### src/rtl/sb_rx_deframer.sv
// Sideband receive deframer: 2-flop synchroniser, UART-style symbol
// deserialiser and DLE/STX..DLE/ETX transaction parser with de-stuffing.
module sb_rx_deframer #(
  parameter int unsigned MAX_LEN = 64,
  parameter logic [7:0]  DLE     = 8'hFE,
  parameter logic [7:0]  ETX     = 8'h40
) (
  input  logic       sb_clk,
  input  logic       rst,
  input  logic       sbrx_i,
  input  logic       rx_enable,
  output logic       frame_start,
  output logic [7:0] frame_stx,
  output logic       byte_valid,
  output logic [7:0] byte_data,
  output logic       frame_end,
  output logic [6:0] frame_len,
  output logic       err,
  output logic [1:0] err_code
);

  localparam int unsigned LEN_W = 7;
  localparam int unsigned CNT_W = 3;

  typedef enum logic [1:0] {RX_IDLE, RX_DATA, RX_STOP} rx_state_e;
  typedef enum logic [1:0] {P_WAIT_DLE, P_WAIT_STX, P_PAYLOAD, P_ESC} p_state_e;

  logic [1:0]       sync_q;
  logic             rx_bit;

  rx_state_e        rx_state_q, rx_state_d;
  logic [CNT_W-1:0] bit_cnt_q, bit_cnt_d;
  logic [7:0]       shift_q, shift_d;
  logic [7:0]       sym_byte_q, sym_byte_d;
  logic             sym_stb_q, sym_stb_d;
  logic             sym_err_q, sym_err_d;

  p_state_e         p_state_q, p_state_d;
  logic [LEN_W-1:0] len_q, len_d;
  logic             len_full;
  logic             fs_q, fs_d;
  logic [7:0]       stx_q, stx_d;
  logic             bv_q, bv_d;
  logic [7:0]       bd_q, bd_d;
  logic             fe_q, fe_d;
  logic [LEN_W-1:0] flen_q, flen_d;
  logic             err_q, err_d;
  logic [1:0]       ec_q, ec_d;

  // Two-flop synchroniser on the raw line; resets to idle-high.
  always_ff @(posedge sb_clk or negedge rst) begin
    if (!rst) sync_q <= 2'b11;
    else      sync_q <= {sync_q[0], sbrx_i};
  end

  assign rx_bit = sync_q[1];

  // Symbol FSM state and strobe registers.
  always_ff @(posedge sb_clk or negedge rst) begin
    if (!rst) begin
      rx_state_q <= RX_IDLE;
      bit_cnt_q  <= '0;
      shift_q    <= '0;
      sym_byte_q <= '0;
      sym_stb_q  <= 1'b0;
      sym_err_q  <= 1'b0;
    end else begin
      rx_state_q <= rx_state_d;
      bit_cnt_q  <= bit_cnt_d;
      shift_q    <= shift_d;
      sym_byte_q <= sym_byte_d;
      sym_stb_q  <= sym_stb_d;
      sym_err_q  <= sym_err_d;
    end
  end

  // Symbol FSM next state: start bit, 8 data bits LSB first, stop bit.
  always_comb begin
    rx_state_d = rx_state_q;
    bit_cnt_d  = bit_cnt_q;
    shift_d    = shift_q;
    sym_byte_d = sym_byte_q;
    sym_stb_d  = 1'b0;
    sym_err_d  = 1'b0;
    if (!rx_enable) begin
      rx_state_d = RX_IDLE;
      bit_cnt_d  = '0;
    end else begin
      case (rx_state_q)
        RX_IDLE: begin
          if (!rx_bit) begin
            rx_state_d = RX_DATA;
            bit_cnt_d  = '0;
          end
        end
        RX_DATA: begin
          shift_d   = {rx_bit, shift_q[7:1]};
          bit_cnt_d = bit_cnt_q + CNT_W'(1);
          if (bit_cnt_q == CNT_W'(7)) rx_state_d = RX_STOP;
        end
        RX_STOP: begin
          if (rx_bit) begin
            sym_stb_d  = 1'b1;
            sym_byte_d = shift_q;
          end else begin
            sym_err_d = 1'b1;
          end
          rx_state_d = RX_IDLE;
        end
        default: rx_state_d = RX_IDLE;
      endcase
    end
  end

  // Parser state and registered outputs.
  always_ff @(posedge sb_clk or negedge rst) begin
    if (!rst) begin
      p_state_q <= P_WAIT_DLE;
      len_q     <= '0;
      fs_q      <= 1'b0;
      stx_q     <= '0;
      bv_q      <= 1'b0;
      bd_q      <= '0;
      fe_q      <= 1'b0;
      flen_q    <= '0;
      err_q     <= 1'b0;
      ec_q      <= '0;
    end else begin
      p_state_q <= p_state_d;
      len_q     <= len_d;
      fs_q      <= fs_d;
      stx_q     <= stx_d;
      bv_q      <= bv_d;
      bd_q      <= bd_d;
      fe_q      <= fe_d;
      flen_q    <= flen_d;
      err_q     <= err_d;
      ec_q      <= ec_d;
    end
  end

  assign len_full = (len_q == LEN_W'(MAX_LEN));

  // Parser next state: frame delimiting, de-stuffing, length and error checks.
  always_comb begin
    p_state_d = p_state_q;
    len_d     = len_q;
    fs_d      = 1'b0;
    bv_d      = 1'b0;
    fe_d      = 1'b0;
    err_d     = 1'b0;
    stx_d     = stx_q;
    bd_d      = bd_q;
    flen_d    = flen_q;
    ec_d      = ec_q;
    if (!rx_enable) begin
      p_state_d = P_WAIT_DLE;
    end else if (sym_err_q) begin
      err_d     = 1'b1;
      ec_d      = 2'b01;
      p_state_d = P_WAIT_DLE;
    end else if (sym_stb_q) begin
      case (p_state_q)
        P_WAIT_DLE: begin
          if (sym_byte_q == DLE) p_state_d = P_WAIT_STX;
        end
        P_WAIT_STX: begin
          if (sym_byte_q == ETX) begin
            p_state_d = P_WAIT_DLE;
          end else if (sym_byte_q != DLE) begin
            fs_d      = 1'b1;
            stx_d     = sym_byte_q;
            len_d     = '0;
            p_state_d = P_PAYLOAD;
          end
        end
        P_PAYLOAD: begin
          if (sym_byte_q == DLE) begin
            p_state_d = P_ESC;
          end else if (len_full) begin
            err_d     = 1'b1;
            ec_d      = 2'b10;
            p_state_d = P_WAIT_DLE;
          end else begin
            bv_d  = 1'b1;
            bd_d  = sym_byte_q;
            len_d = len_q + LEN_W'(1);
          end
        end
        P_ESC: begin
          if (sym_byte_q == DLE) begin
            if (len_full) begin
              err_d     = 1'b1;
              ec_d      = 2'b10;
              p_state_d = P_WAIT_DLE;
            end else begin
              bv_d      = 1'b1;
              bd_d      = DLE;
              len_d     = len_q + LEN_W'(1);
              p_state_d = P_PAYLOAD;
            end
          end else if (sym_byte_q == ETX) begin
            fe_d      = 1'b1;
            flen_d    = len_q;
            p_state_d = P_WAIT_DLE;
          end else begin
            err_d     = 1'b1;
            ec_d      = 2'b11;
            p_state_d = P_WAIT_DLE;
          end
        end
        default: p_state_d = P_WAIT_DLE;
      endcase
    end
  end

  assign frame_start = fs_q;
  assign frame_stx   = stx_q;
  assign byte_valid  = bv_q;
  assign byte_data   = bd_q;
  assign frame_end   = fe_q;
  assign frame_len   = flen_q;
  assign err         = err_q;
  assign err_code    = ec_q;

endmodule

### config.mk
export PLATFORM = sky130hd
export DESIGN_NAME = sb_rx_deframer
export DESIGN_NICKNAME = d
export VERILOG_FILES = /design/src/rtl/sb_rx_deframer.sv
export SDC_FILE = /design/constraint.sdc
export NUM_CORES = 1
export LEC_CHECK = 0
export ABC_AREA = 1
export CORE_MARGIN = 5
export CORE_UTILIZATION = 49
export DETAILED_ROUTE_END_ITERATION = 8
export PLACE_DENSITY = 0.74
export SLEW_MARGIN = 20
export SYNTH_ARGS = -nofsm -noshare
export SYNTH_HDL_FRONTEND = slang
export SYNTH_SLANG_ARGS = --single-unit
### constraint.sdc
create_clock -name sb_clk -period 1.41 [get_ports sb_clk]
set_input_delay 0.141 -clock sb_clk [delete_from_list [all_inputs] [get_ports sb_clk]]
set_output_delay 0.141 -clock sb_clk [all_outputs]
set_load 0.01 [all_outputs]
==> results.json <==
{
  "status": "complete, but fails checks",
  "failed_checks": "setup timing",
  "crit_arrival_ps": 1780,
  "die_area_mm2": 0.007679,
  "syn_inst": 327,
  "cp_max_fo": 7,
  "io_pins": 33,
  "fp-row-count": 28,
  "synthTopCellsByCount": "nand2_1, dfrtp_1, inv_1",
  "antenna_found_initial": 0,
  "maxCapViolCount": 0,
  "coreArea_mm2": 0.005886,
  "hp-start": "sbrx_i",
  "grt_start_max_net_pins": 64,
  "synthFlopType": "dfrtp_1",
  "fin_ws_ps": -134.7,
  "finalSetupTns_ps": -2534,
  "cellPowerDensity_mw_per_mm2": 889.6,
  "ff2ff_path_depth": 8,
  "grt_pass1_wl_um": 11500,
  "crit_required_ps": 1640,
  "synth_most_common_cell": "nand2_1",
  "worst_clock_skew_ps": 9.128,
  "h-tree-depth": 3,
  "slew_viol_final": 0,
  "leakage_uw": 0.002317,
  "fin_crit_sh_pct": 109.6,
  "synth_fp_nets": 335,
  "grt-ovfl-total": 0,
  "crit_path_end_kind": "flip-flop",
  "start_kind": "flip-flop",
  "yosysSeqAreaShare_pct": 53.47,
  "avgSynthCellArea_um2": 9.030,
  "dp_hpwl_um": 4350,
  "track_usage_pct": 19.24,
  "hold_viol": 0,
  "viasPerCell": 5.128,
  "min_path_cells": 1,
  "rsz0062_at_grt": "true",
  "cts_made_buffers": 9,
  "clock_latency_ps": 340,
  "synth_area_mm2": 0.002953,
  "synth-edff-count": 0,
  "cts_buffer_depth": 2,
  "clk_pin_slew_ps": 70,
  "max_freq_mhz": 647.4,
  "drt_wl_total_um": 7261,
  "totalPowerFinal_uw": 3751,
  "yosys_warnings": 0,
  "synth_top_area_share_pct": 51.69,
  "route.vias.total": 2595,
  "synth_largest_area_cell": "dfrtp_1",
  "regArea_mm2": 0.001583,
  "fp.dieW_um": 87.63,
  "n_fill_cell": 417,
  "drt_iter0_drc": 135,
  "slew_headroom_pct": 77.99,
  "synth_cell_type_count": 32,
  "grt_pass1_vias": 2539,
  "area.growth.synth_to_final_pct": 42.80,
  "io_buffers": 32,
  "numClockSinks": 63,
  "multi_input_area_mm2": 0.001323,
  "worstMarginPinSlew_ps": 330.2,
  "synth_area_leaders": "dfrtp_1, nand2_1, o21ai_2, o21ai_0, inv_1",
  "yosys_register_bits": 63,
  "die_h_um": 87.63,
  "r2r_start": "sym_byte_q[1]",
  "async_flop_share_pct": 100.0,
  "r2r_slack_ps": -130,
  "nNetsFinal": 434,
  "setup-violations-final": 36,
  "layout_min_cycle_time_ps": 1545,
  "hold_end": "sync_q[0]",
  "start_util_pct": 50.17,
  "hp-class": "primary input to flip-flop",
  "dr.pass1.iters": 4,
  "worstReg2RegEnd": "frame_len[3]",
  "crit_type": "flip-flop to flip-flop",
  "antenna_cells": 0,
  "clockRootBuffer": "clkbuf_8",
  "detail_route.wl_per_cell_um": 14.35,
  "gp_congestion": 0.8591,
  "cts_tree": "done",
  "drc_errors": 0,
  "drive_above_1_share_pct": 36.89,
  "postRouteAntennaNets": 0,
  "ir_drop_uv": 873.4
}
[how the worst max path moves through the flow]
stage                        from      endpoint  slack (ps)  cells past startpoint
floorplan           sym_byte_q[0]  byte_data[7]           2                     11
global placement        rx_enable      len_q[2]        -240                     10
detailed placement      rx_enable      len_q[4]        -290                     10
CTS                      len_q[1]      len_q[1]         -50                     11
global route        sym_byte_q[6]  frame_len[2]        -220                     10
finish              sym_byte_q[1]  frame_len[3]        -130                      8
[cell usage in the layout (no fill, tap or decap), drive strengths merged]
cell type,n
o22ai,1
dfrtp,61
bufinv,1
inv,37
ha,4
nand4,4
buf,60
o21ai,55
o21a,1
a21oi,1
clkdlybuf4s50,11
clkinvlp,2
dlygate4sd2,4
dlymetal6s2s,16
dlygate4sd3,1
nor2,31
nand2,98
mux2i,1
clkbuf,10
or2,1
nand3,21
nor3,3
clkinv,5
dfstp,2
[repair_timing]
item                                    CTS  global route
pin swaps                                 4            10
hold endpoints to repair                 61             0
endpoints found under the setup margin   41            52
hold buffers                              1             0
gates cloned                              1             3
buffers inserted                          7             5
resized for setup                        26            39
[kinds of logic (layout without fill, tap and decap cells)]
family	Yosys count	count (layout)	synth area share, %
AO/OA/AOI/OAI	58	58	12.50
adder cells (fa/ha/maj)	4	4	1.695
buffers and inverters	46	147	7.161
flip-flops	63	63	53.47
multiplexers	1	1	0.3390
AND/OR/NAND/NOR	155	158	24.83
[layout make-up]
class | count | area share, %
flip-flops and latches | 63 | 37.54
well taps | 75 | 2.226
clock inverters | 7 | 1.721
clock buffers | 9 | 2.938
repair buffers | 93 | 20.59
multi-input cells | 221 | 31.37
inverters | 38 | 3.620
[metal layers]
metal  wire (um)  track usage, %  vias up
met4         223           9.344        0
met3         366           4.986       22
li1            -               -     1248
met1        2958           22.55     1258
met2        3713           32.74       67
met5           0               0        -
[where the power goes]
part | switching, uW | total, uW | internal, uW | leakage [uW]
clock network | 752 | 1570 | 818 | 0.0000956
registers | 69.0 | 1970 | 1900 | 0.000812
logic | 129 | 209 | 79.4 | 0.00141
total | 950 | 3750 | 2800 | 0.00232
[state kept, by name, summed over array words and instances, names as in the netlist]
signal       count
byte_data        8
frame_stx        8
shift_q          8
sym_byte_q       8
frame_len        7
len_q            7
bit_cnt_q        3
err_code         2
p_state_q        2
rx_state_q       2
sync_q           2
byte_valid       1
err              1
frame_end        1
frame_start      1
sym_err_q        1
sym_stb_q        1
[worst max-delay path, stage by stage, from the launching register on]
cell and delay [ps]:
dfrtp_1 440, nor2_1 140, nand2_1 110, nor2_4 180
buf_6 140, nand4_4 110, clkbuf_16 190, nand2_1 70
o21ai_2 50
[per-stage QoR]
stage          instance area (um2)  setup slack (ps)  cells  hold slack, ps  util, %
2_1_floorplan                 2980             1.586    327          -154.6        -
3_3_place_gp                  3701            -241.6    473           176.0    62.88
3_5_place_dp                  3701            -287.7    473           174.8    62.88
4_1_cts                       4036            -51.40    498           192.2    68.58
5_1_grt                       4217            -217.8    506           196.6    71.64
6_report                      4217            -134.7    506           205.6    71.64
No activity file was read; power rests on OpenSTA's default activity.
